`src/rtl/intsrcarb_if.sv`:
```
// Purpose : bundles the pi1 config port, intctrl source handshake and device lines of intsrcarb.
// Ports   : slave = arbiter side (pi1 target, drives intrqst_o/devrdy_o); master = bus/peripheral side.
// Latency : none (wires only); backpressure: pi1 is always ready, intctrl stalls via intrdy_i.
interface intsrcarb_if #(
    parameter int SRCCOUNT  = 8,
    parameter int ARCHBITSZ = 32
);
    localparam int ADDRBITSZ = ARCHBITSZ - $clog2(ARCHBITSZ / 8);

    logic [1:0]             pi1_op_i;
    logic [ADDRBITSZ-1:0]   pi1_addr_i;
    logic [ARCHBITSZ-1:0]   pi1_data_i;
    logic [ARCHBITSZ-1:0]   pi1_data_o;
    logic [ARCHBITSZ/8-1:0] pi1_sel_i;
    logic                   pi1_rdy_o;
    logic [ADDRBITSZ-1:0]   pi1_mapsz_o;
    logic                   intrqst_o;
    logic                   intrdy_i;
    logic [SRCCOUNT-1:0]    devrqst_i;
    logic [SRCCOUNT-1:0]    devrdy_o;

    modport slave (
        input  pi1_op_i, pi1_addr_i, pi1_data_i, pi1_sel_i, intrdy_i, devrqst_i,
        output pi1_data_o, pi1_rdy_o, pi1_mapsz_o, intrqst_o, devrdy_o
    );

    modport master (
        output pi1_op_i, pi1_addr_i, pi1_data_i, pi1_sel_i, intrdy_i, devrqst_i,
        input  pi1_data_o, pi1_rdy_o, pi1_mapsz_o, intrqst_o, devrdy_o
    );
endinterface

```
`src/rtl/intsrcarb.sv`:
```
// Purpose : shares one intctrl source input among SRCCOUNT edge-triggered devices (round-robin or fixed priority).
// Ports   : clk_i/rst_i (sync, active-high), bus = intsrcarb_if.slave (pi1 regs, intrqst_o/intrdy_i, devrqst_i/devrdy_o).
// Latency : edge -> PEND +1 -> intrqst_o +2; backpressure: request held until intrdy_i low, then 1-cycle devrdy_o ack.
module intsrcarb #(
    parameter int SRCCOUNT  = 8,
    parameter int ARCHBITSZ = 32
) (
    input  logic        clk_i,
    input  logic        rst_i,
    intsrcarb_if.slave  bus
);
    localparam int ADDRBITSZ = ARCHBITSZ - $clog2(ARCHBITSZ / 8);
    localparam int NBYTES    = ARCHBITSZ / 8;
    localparam int IDW       = (SRCCOUNT > 1) ? $clog2(SRCCOUNT) : 1;

    typedef enum logic [1:0] {IDLE, REQ, ACK} state_t;

    state_t                state_q, state_d;
    logic [SRCCOUNT-1:0]   mask_q, pend_q, pend_d, prev_q;
    logic                  en_q, fix_q, last_vld_q;
    logic [IDW-1:0]        last_id_q, win_q, rrptr_q;
    logic [ARCHBITSZ-1:0]  rdata_q;

    logic [ARCHBITSZ-1:0]  bmask, wdat, rd_val;
    logic [SRCCOUNT-1:0]   elig, clr;
    logic [IDW-1:0]        pick, start;
    logic [IDW:0]          idx_sum;
    logic                  found;
    logic                  wr_en, rd_en;
    logic [1:0]            reg_sel;
    logic                  intrqst;
    logic [SRCCOUNT-1:0]   devrdy;

    assign wr_en   = bus.pi1_op_i[0];
    assign rd_en   = bus.pi1_op_i[1];
    assign reg_sel = bus.pi1_addr_i[1:0];

    // Expand byte enables to a bit mask so writes only touch selected bytes.
    always_comb begin
        bmask = '0;
        for (int b = 0; b < NBYTES; b++) begin
            bmask[b*8 +: 8] = {8{bus.pi1_sel_i[b]}};
        end
    end
    assign wdat = bus.pi1_data_i & bmask;

    // Winner search: scan from the rr pointer (or from 0 in fixed priority) with wrap.
    always_comb begin
        elig    = en_q ? (pend_q & mask_q) : '0;
        start   = fix_q ? '0 : rrptr_q;
        found   = 1'b0;
        pick    = '0;
        idx_sum = '0;
        for (int k = 0; k < SRCCOUNT; k++) begin
            idx_sum = {1'b0, start} + (IDW+1)'(k);
            if (idx_sum >= (IDW+1)'(SRCCOUNT)) begin
                idx_sum = idx_sum - (IDW+1)'(SRCCOUNT);
            end
            if (!found && elig[idx_sum[IDW-1:0]]) begin
                found = 1'b1;
                pick  = idx_sum[IDW-1:0];
            end
        end
    end

    // Pending update: W1C and service clear lose against a same-cycle rising edge.
    always_comb begin
        clr = '0;
        if (wr_en && reg_sel == 2'd1) begin
            clr = wdat[SRCCOUNT-1:0];
        end
        if (state_q == ACK) begin
            clr[win_q] = 1'b1;
        end
        pend_d = (pend_q & ~clr) | (bus.devrqst_i & ~prev_q);
    end

    always_comb begin
        rd_val = '0;
        case (reg_sel)
            2'd0: rd_val[SRCCOUNT-1:0] = mask_q;
            2'd1: rd_val[SRCCOUNT-1:0] = pend_q;
            2'd2: begin
                rd_val[ARCHBITSZ-1] = last_vld_q;
                rd_val[IDW-1:0]     = last_id_q;
            end
            default: rd_val[1:0] = {fix_q, en_q};
        endcase
    end

    // FSM state register
    always_ff @(posedge clk_i) begin
        if (rst_i) begin
            state_q <= IDLE;
        end else begin
            state_q <= state_d;
        end
    end

    // FSM next state; REQ only leaves on intrdy_i low so a request is never retracted.
    always_comb begin
        state_d = state_q;
        case (state_q)
            IDLE:    if (found) state_d = REQ;
            REQ:     if (!bus.intrdy_i) state_d = ACK;
            default: state_d = IDLE;
        endcase
    end

    // FSM outputs
    always_comb begin
        intrqst = (state_q == REQ);
        devrdy  = '1;
        if (state_q == ACK) begin
            devrdy[win_q] = 1'b0;
        end
    end

    always_ff @(posedge clk_i) begin
        if (rst_i) begin
            mask_q     <= '0;
            pend_q     <= '0;
            prev_q     <= '0;
            en_q       <= 1'b0;
            fix_q      <= 1'b0;
            last_vld_q <= 1'b0;
            last_id_q  <= '0;
            win_q      <= '0;
            rrptr_q    <= '0;
            rdata_q    <= '0;
        end else begin
            prev_q <= bus.devrqst_i;
            pend_q <= pend_d;
            if (wr_en && reg_sel == 2'd0) begin
                mask_q <= (mask_q & ~bmask[SRCCOUNT-1:0]) | wdat[SRCCOUNT-1:0];
            end
            if (wr_en && reg_sel == 2'd3 && bus.pi1_sel_i[0]) begin
                en_q  <= wdat[0];
                fix_q <= wdat[1];
            end
            if (state_q == IDLE && found) begin
                win_q <= pick;
            end
            if (state_q == ACK) begin
                last_vld_q <= 1'b1;
                last_id_q  <= win_q;
                rrptr_q    <= (win_q == IDW'(SRCCOUNT-1)) ? '0 : win_q + 1'b1;
            end
            // Read samples the pre-write value, which gives swap semantics for op 11.
            if (rd_en) begin
                rdata_q <= rd_val;
            end
        end
    end

    assign bus.pi1_data_o  = rdata_q;
    assign bus.pi1_rdy_o   = 1'b1;
    assign bus.pi1_mapsz_o = ADDRBITSZ'(4);
    assign bus.intrqst_o   = intrqst;
    assign bus.devrdy_o    = devrdy;

    // Upper address/data bits are intentionally ignored.
    logic unused_ok;
    assign unused_ok = ^{bus.pi1_addr_i, wdat};
endmodule

```
`src/flat_wrapper.sv`:
```
// flat-port wrapper written by rule: the top's interface ports become plain ports
module intsrcarb_flat 
#(
    parameter int SRCCOUNT  = 8,
    parameter int ARCHBITSZ = 32
)
  (clk_i, rst_i, bus_pi1_op_i, bus_pi1_addr_i, bus_pi1_data_i, bus_pi1_sel_i, bus_intrdy_i, bus_devrqst_i, bus_pi1_data_o, bus_pi1_rdy_o, bus_pi1_mapsz_o, bus_intrqst_o, bus_devrdy_o);
  intsrcarb_if #(.SRCCOUNT(SRCCOUNT), .ARCHBITSZ(ARCHBITSZ)) bus_i ();
  input  logic clk_i;
  input  logic rst_i;
  input wire logic [$bits(bus_i.pi1_op_i)-1:0] bus_pi1_op_i;
  input wire logic [$bits(bus_i.pi1_addr_i)-1:0] bus_pi1_addr_i;
  input wire logic [$bits(bus_i.pi1_data_i)-1:0] bus_pi1_data_i;
  input wire logic [$bits(bus_i.pi1_sel_i)-1:0] bus_pi1_sel_i;
  input wire logic [$bits(bus_i.intrdy_i)-1:0] bus_intrdy_i;
  input wire logic [$bits(bus_i.devrqst_i)-1:0] bus_devrqst_i;
  output wire logic [$bits(bus_i.pi1_data_o)-1:0] bus_pi1_data_o;
  output wire logic [$bits(bus_i.pi1_rdy_o)-1:0] bus_pi1_rdy_o;
  output wire logic [$bits(bus_i.pi1_mapsz_o)-1:0] bus_pi1_mapsz_o;
  output wire logic [$bits(bus_i.intrqst_o)-1:0] bus_intrqst_o;
  output wire logic [$bits(bus_i.devrdy_o)-1:0] bus_devrdy_o;
  assign bus_i.pi1_op_i = bus_pi1_op_i;
  assign bus_i.pi1_addr_i = bus_pi1_addr_i;
  assign bus_i.pi1_data_i = bus_pi1_data_i;
  assign bus_i.pi1_sel_i = bus_pi1_sel_i;
  assign bus_i.intrdy_i = bus_intrdy_i;
  assign bus_i.devrqst_i = bus_devrqst_i;
  assign bus_pi1_data_o = bus_i.pi1_data_o;
  assign bus_pi1_rdy_o = bus_i.pi1_rdy_o;
  assign bus_pi1_mapsz_o = bus_i.pi1_mapsz_o;
  assign bus_intrqst_o = bus_i.intrqst_o;
  assign bus_devrdy_o = bus_i.devrdy_o;
  intsrcarb #(.SRCCOUNT(SRCCOUNT), .ARCHBITSZ(ARCHBITSZ)) u_core (.clk_i(clk_i), .rst_i(rst_i), .bus(bus_i));
endmodule
```
`config.mk`:
```
export PLATFORM = sky130hd
export DESIGN_NAME = intsrcarb_flat
export DESIGN_NICKNAME = d
export VERILOG_FILES = /design/src/rtl/intsrcarb_if.sv /design/src/rtl/intsrcarb.sv /design/src/flat_wrapper.sv
export SDC_FILE = /design/constraint.sdc
export NUM_CORES = 1
export LEC_CHECK = 0
export BUFFER_PORTS_ARGS = -buffer_cell sky130_fd_sc_hd__buf_2
export CORE_MARGIN = 2
export CORE_UTILIZATION = 51
export CTS_CLUSTER_DIAMETER = 30
export DETAILED_ROUTE_END_ITERATION = 10
export PLACE_DENSITY = 0.87
export REMOVE_ABC_BUFFERS = 1
export SYNTH_ARGS = -nofsm -noshare
export SYNTH_HDL_FRONTEND = slang
export SYNTH_SLANG_ARGS = --single-unit
```
`constraint.sdc`:
```
create_clock -name clk_i -period 5.95 [get_ports clk_i]
set_input_delay 0.8925 -clock clk_i [delete_from_list [all_inputs] [get_ports clk_i]]
set_output_delay 0.8925 -clock clk_i [all_outputs]
set_load 0.01 [all_outputs]
```
==> results of run 1 <==
[logic make-up after synthesis]
family / Yosys count
other cells: 2
buf+inv: 80
fa+ha+maj: 3
mux: 31
simple gates: 140
compound gates: 76
flops: 47
xor+xnor: 4
[worst min-delay path: stages (launching register included)]
cell,delay [ns]
dfxtp_1,0.32
nand2b_1,0.06
a21oi_1,0.05
[layer usage]
layer	share of wire	wire, um	GRT usage	vias to the layer above
li1	-	-	-	1318
met1	0.42	3150	0.255	1288
met2	0.49	3710	0.376	132
met3	0.059	445	0.0328	16
met4	0.027	204	0.104	0
met5	0	0	0	-
[cell type report]
cell class                 count  area share
clock buffer                   5      0.0207
sequential                    47       0.283
inverter                      11      0.0132
timing repair buffer          42      0.0639
tap                           75      0.0282
multi-input combinational    308       0.583
clock inverter                 3     0.00827
[metrics by stage]
step | area, um^2 | power (mW) | std cells
after floorplan | 2930 | 0.372 | 366
after global placement | 3230 | 0.394 | 483
after detailed placement | 3230 | 0.397 | 483
after CTS | 3330 | 0.601 | 491
after global routing | 3330 | 0.619 | 491
final | 3330 | 0.599 | 491
[power breakdown]
group          switching (mW)  internal [mW]
Clock                   0.121         0.0872
Combinational          0.0389         0.0197
Sequential            0.00803          0.324
[cells in the mapped netlist (all sizes together) (3+ instances only)]
master / number
xnor2: 4
inv: 11
a21oi: 18
nand3: 11
nand2b: 5
nand2: 33
o21ai: 14
buf: 57
ha: 3
nand3b: 3
o211ai: 3
a32oi: 8
nor2b: 20
mux2: 8
nor2: 42
mux4: 7
nor3: 5
o22ai: 9
clkbuf: 12
dfxtp: 47
mux2i: 16
and3: 9
[layout by cell type, fill, tap and decap left out, types with 2 or more instances in the layout]
master,count
conb_1,54
dfxtp_1,47
nor2_1,42
buf_2,41
nand2_1,33
nor2b_1,19
a21oi_1,18
mux2i_1,16
o21ai_0,12
nand3_1,11
inv_1,10
o22ai_1,9
and3_1,9
a32oi_1,8
mux2_2,7
mux4_2,6
clkbuf_8,5
nand2b_1,4
nor3_1,4
xnor2_1,4
nand3b_1,3
o211ai_1,3
ha_1,3
nor3b_1,2
a21o_1,2
o31ai_1,2
a32o_1,2
a211oi_1,2
a221oi_1,2
a221o_1,2
nand4_1,2
a311oi_1,2
[how the worst min path moves through the flow]
stage                              startpoint                        end  slack [ns]  cells past startpoint
floorplan                 u_core.last_id_q[1]        u_core.last_id_q[1]        0.43                      2
CTS                 u_core.bus.pi1_data_o[31]  u_core.bus.pi1_data_o[31]        0.48                      2
detailed placement        u_core.last_id_q[0]        u_core.last_id_q[0]        0.46                      2
finish              u_core.bus.pi1_data_o[31]  u_core.bus.pi1_data_o[31]        0.48                      2
global placement          u_core.last_id_q[1]        u_core.last_id_q[1]        0.44                      2
global route              u_core.last_id_q[0]        u_core.last_id_q[0]        0.50                      2
==> impl_metrics.json, run 1 <==
{
  "status": "completed",
  "synth-compound-area-share": 0.165,
  "tns_ns": 0,
  "ys_warn_count": 0,
  "cts_root_buffer": "clkbuf_8",
  "cp-start-kind": "flip-flop",
  "grt_use_total": 0.215,
  "slowest_delay_ns": 0.62,
  "clockBufferDepth": 2,
  "initial_utilization": 0.535,
  "synthSimpleGateAreaFrac": 0.225,
  "crit_cells": 9,
  "hp-class": "reg2reg",
  "worstSetupPathType": "reg2reg",
  "path_buf_inv": 1,
  "synth_mux_area_frac": 0.130,
  "r2r_slack_ns": 2.15,
  "drive_gt1_frac": 0.183,
  "synth_area_leaders": "dfxtp_1 29%, buf_4 13%, mux2i_1 5.0%",
  "synthArstFlopShare": 0,
  "area_growth_pct": 3.95,
  "n_fill_cell": 539,
  "grt_pass1_wl_um": 12400,
  "synth_cell_types": 60,
  "ios": 151,
  "grt_setup_unrepaired": "no",
  "wl_per_cell_um": 15.3,
  "die_w_um": 83.3,
  "post_cts_resized": 0,
  "cp-endpoint": "u_core.win_q[2]",
  "tightestPinTransition_ns": 1.17,
  "timing.final.crit_share": 0.639,
  "synth_top_family_by_area": "simple AND/OR/NAND/NOR gates",
  "ys_seq_area_frac": 0.294,
  "netlist.area_leader.share": 0.294,
  "crit_path_end_kind": "flip-flop",
  "die_h_um": 83.3,
  "clk_latency_ns": 0.31,
  "antenna_found_initial": 0,
  "synth_seq_cells": 47,
  "critical-path-top-delay-family": "simple AND/OR/NAND/NOR gates",
  "finish.utilization": 0.556,
  "viasPerCell": 5.61,
  "pre_cts_ws_ns": 2.20,
  "synth_edf_count": 0,
  "cts_htree_levels": 2,
  "finalNetCount": 497,
  "setup_violations": 0,
  "synth-xor-area-share": 0.0109,
  "crit_slowest_cell": "mux4_2",
  "row_count": 28,
  "syn_area_per_cell_um2": 8.36,
  "wirelength_um": 7520,
  "synth_top_cell_by_area": "dfxtp_1",
  "worstPathArrival_ns": 3.97,
  "path_max_fanout": 10,
  "finClkSkew_ns": 0.00459,
  "syn_inst": 383,
  "antenna_left": 0,
  "hold_violations": 0,
  "antenna_cells": 0,
  "path_cells": "nor2b_2 -> inv_4 -> ha_1 -> mux4_2 -> mux2_2 -> nand4bb_4 -> or3_1 -> a311oi_1 -> a2111oi_2",
  "drv_slew": 0,
  "layout_min_cycle_time_ns": 3.80,
  "timing.fmax_mhz": 263,
  "drc_errors": 0,
  "r2r-end": "u_core.win_q[2]",
  "multi_input_area_um2": 1940,
  "place_hpwl_um": 5730,
  "synthAdderAreaFrac": 0.0117,
  "power_density_nw_per_um2": 180,
  "vias": 2754,
  "ff_latch_area_um2": 941,
  "grt.overflow.total": 0,
  "firstDrtPassIters": 4,
  "synth-main-ff-cell": "dfxtp_1",
  "grt_max_degree": 49,
  "port_buffers": 41,
  "r2r_cells": 9,
  "power_leakage_nw": 1.36,
  "grt_pass1_vias": 2658,
  "drt-initial-drc-count": 127,
  "syn_area_um2": 3200,
  "whs_ns": 0.477,
  "vdd_drop_max_mv": 0.229,
  "startpoint": "u_core.rrptr_q[0]",
  "cts_inserted_buffers": 5,
  "timing.slew.headroom": 0.216,
  "core_area_um2": 5990,
  "max_cap_violations": 0,
  "cts_sinks": 47,
  "cts_tree": "built",
  "gp_congestion": 0.946,
  "post_cts_buffers": 0,
  "crit_required_ns": 6.11,
  "clk_pin_slew_worst_paths_ns": 0.10,
  "r2r_start": "u_core.rrptr_q[0]",
  "cts-hold-fix-buffers": 0,
  "die_area_um2": 6930,
  "fin_ws_ns": 2.15
}
Note: power is estimated with default switching activity, not from simulation.
==> run 2: changes to the inputs <==
ABC_AREA = 1   (was default)
CORE_UTILIZATION = 47   (was 51)
PLACE_DENSITY = 0.81   (was 0.87)
clock period = 3.55 ns   (was 5.95 ns; I/O delays follow)
==> run 2 against run 1 <==
  * Die area up 5.6%
  * Final area down 0.94%
  * Power rose to 2.7 times the previous value
  * Global-route usage down 2.4 points
  * First-iteration DRC count up 18%
  * Non-clock buffer count down 1
  * Via count up 4.6%
  * Sequential power up 85%
  * Count of clock-buffer cells in the layout unchanged
  * Synthesized cell count up 22%
  * Clock power up 88%
  * Critical endpoint is now bus_devrdy_o[6]
  * Largest power group unchanged
  * Highest routed layer unchanged
==> impl_metrics.json, run 2 <==
{
  "synth_most_common_cell": "nand2_1",
  "power_density_nw_per_um2": 490,
  "timing.slew.headroom": 0.289,
  "antenna_left": 0,
  "drive_gt1_frac": 0.178,
  "row_count": 29,
  "die_w_um": 85.5,
  "drc_errors": 0,
  "port_buffers": 41,
  "synth-main-ff-cell": "dfxtp_1",
  "final_common_cell": "nand2_1",
  "cts_inserted_buffers": 5,
  "netlist.area_leader.share": 0.301,
  "antenna_cells": 0,
  "min_delay_worst_endpoint": "u_core.state_q[1]",
  "r2r_start": "u_core.rrptr_q[1]",
  "synth-compound-area-share": 0.127,
  "layout_common_cells": "88 x nand2_1, 62 x nor2_1, 54 x conb_1",
  "crit_path_end_kind": "output pin",
  "die_area_um2": 7320,
  "timing.final.crit_share": 0.716,
  "hold_violations": 0,
  "synth_seq_cells": 47,
  "switching_share": 0.388,
  "cts_tree": "built",
  "ys_seq_area_frac": 0.301,
  "r2r_slack_ns": 1.02,
  "synth_edf_count": 0,
  "worstSetupPathType": "reg2out",
  "tns_ns": 0,
  "cts-hold-fix-buffers": 0,
  "synth_area_leaders": "dfxtp_1 30%, buf_4 13%, nand2_1 11%",
  "seqPwrFrac": 0.380,
  "ios": 151,
  "cts_sinks": 47,
  "core_area_um2": 6390,
  "grt_setup_unrepaired": "no",
  "die_h_um": 85.5,
  "viasPerCell": 4.93,
  "hp-class": "in2reg",
  "syn_inst": 468,
  "cts_htree_levels": 2,
  "crit_required_ns": 3.02,
  "final_cells": 584,
  "pwr-share-comb": 0.377,
  "wl_per_cell_um": 11.9,
  "post_cts_buffers": 0,
  "synth_cell_types": 37,
  "drv_slew": 0,
  "p_sw_mw": 0.627,
  "clockBufferDepth": 2,
  "grt_use_total": 0.190,
  "finClkSkew_ns": 0.0104,
  "power_leakage_nw": 1.68,
  "synth_mux_area_frac": 0,
  "synthAdderAreaFrac": 0.0120,
  "ys_warn_count": 0,
  "synth_top_family_by_area": "simple AND/OR/NAND/NOR gates",
  "firstDrtPassIters": 4,
  "synthArstFlopShare": 0,
  "min_path_cells": 2,
  "grt_pass1_wl_um": 11300,
  "max_cap_violations": 0,
  "hold_path_startpoint": "bus_intrdy_i",
  "tightestPinTransition_ns": 1.06,
  "r2r-end": "u_core.win_q[2]",
  "finalNetCount": 588,
  "area_growth_pct": 5.57,
  "grt_pass1_vias": 2549,
  "setup_violations": 0,
  "timing.fmax_mhz": 394,
  "path_max_fanout": 7,
  "power.internal_mw": 0.990,
  "power.share.clock": 0.243,
  "finalPower_mw": 1.62,
  "syn_area_um2": 3120,
  "status": "completed",
  "vdd_drop_max_mv": 0.330,
  "place_hpwl_um": 5470,
  "placed_area_um2": 3190,
  "finish.utilization": 0.516,
  "gp_congestion": 0.878,
  "r2r_cells": 14,
  "worstPathArrival_ns": 2.01,
  "post_cts_resized": 0,
  "synth_top_cell_by_area": "dfxtp_1",
  "cp-start-kind": "flip-flop",
  "cts_root_buffer": "clkbuf_8",
  "antenna_found_initial": 0,
  "drt-initial-drc-count": 150,
  "synthSimpleGateAreaFrac": 0.342,
  "clk_latency_ns": 0.31,
  "synth_common_cells": "88 x nand2_1, 62 x nor2_1, 54 x buf_4",
  "wirelength_um": 6930,
  "grt_max_degree": 28,
  "clk_pin_slew_worst_paths_ns": 0.09,
  "syn_area_per_cell_um2": 6.68,
  "vias": 2882,
  "initial_utilization": 0.489,
  "stdcell_area_um2": 3300,
  "grt.overflow.total": 0,
  "synth-xor-area-share": 0.00280,
  "dp.cells": 576,
  "layout_min_cycle_time_ns": 2.54
}
==> run 2: cell count changes after synthesis, moves of 16 or more <==
| cell | change |
|---|---|
| inv_1 | +43 |
| mux2i_1 | -16 |
| nand2_1 | +55 |
| nand3_1 | +28 |
| nor2_1 | +20 |
| nor2b_1 | -19 |
==> run 2: stage by stage <==
step | hold slack, ns | worst slack, ns
floorplan | 0.396 | 1.37
global placement | 0.403 | 1.07
detailed placement | 0.413 | 1.04
CTS | 0.393 | 1.03
global route | 0.402 | 0.799
finish | 0.397 | 1.01
==> run 2: logic make-up after synthesis <==
family / count (synthesis)
flops: 47
xor+xnor: 1
compound gates: 66
simple gates: 227
buf+inv: 122
other cells: 2
fa+ha+maj: 3
==> run 2: worst max path at each step <==
stage	from	endpoint	slack (ns)	cells past startpoint
after floorplan	u_core.rrptr_q[1]	u_core.win_q[1]	1.37	15
after global placement	u_core.rrptr_q[1]	u_core.win_q[1]	1.07	15
final	u_core.state_q[1]	bus_devrdy_o[6]	1.01	6
after global routing	u_core.rrptr_q[1]	u_core.win_q[1]	0.80	15
after CTS	u_core.rrptr_q[1]	u_core.win_q[1]	1.03	15
after detailed placement	u_core.rrptr_q[1]	u_core.win_q[1]	1.04	15
==> run 2: layout make-up <==
type / instances / area, um^2
clock inverter: 3 / 43.8
timing repair buffer: 41 / 205
sequential: 47 / 941
tap: 77 / 96.3
multi-input combinational: 351 / 1710
clock buffer: 5 / 68.8
inverter: 60 / 229
fill: 644 / 3090
==> run 2: layer usage <==
layer / GRT usage / wire length (um) / vias up
li1: - / - / 1475
met1: 0.235 / 3140 / 1297
met2: 0.332 / 3320 / 101
met3: 0.0289 / 360 / 9
met4: 0.0750 / 112 / 0
met5: 0 / 0 / -
==> run 2: worst max-delay path, cell delays in order, from the launching register on <==
cell,delay (ns)
dfxtp_1,0.37
inv_1,0.05
nor2_1,0.35
inv_1,0.20
nor2_1,0.39
nand2_1,0.15
buf_2,0.18
==> run 2: power by group through the flow <==
stage	Clock (mW)	Sequential, mW	Combinational, mW
after floorplan	0	0.620	0.476
after global placement	0	0.625	0.591
after detailed placement	0	0.627	0.604
after CTS	0.396	0.615	0.608
after global routing	0.415	0.621	0.688
final	0.392	0.615	0.610
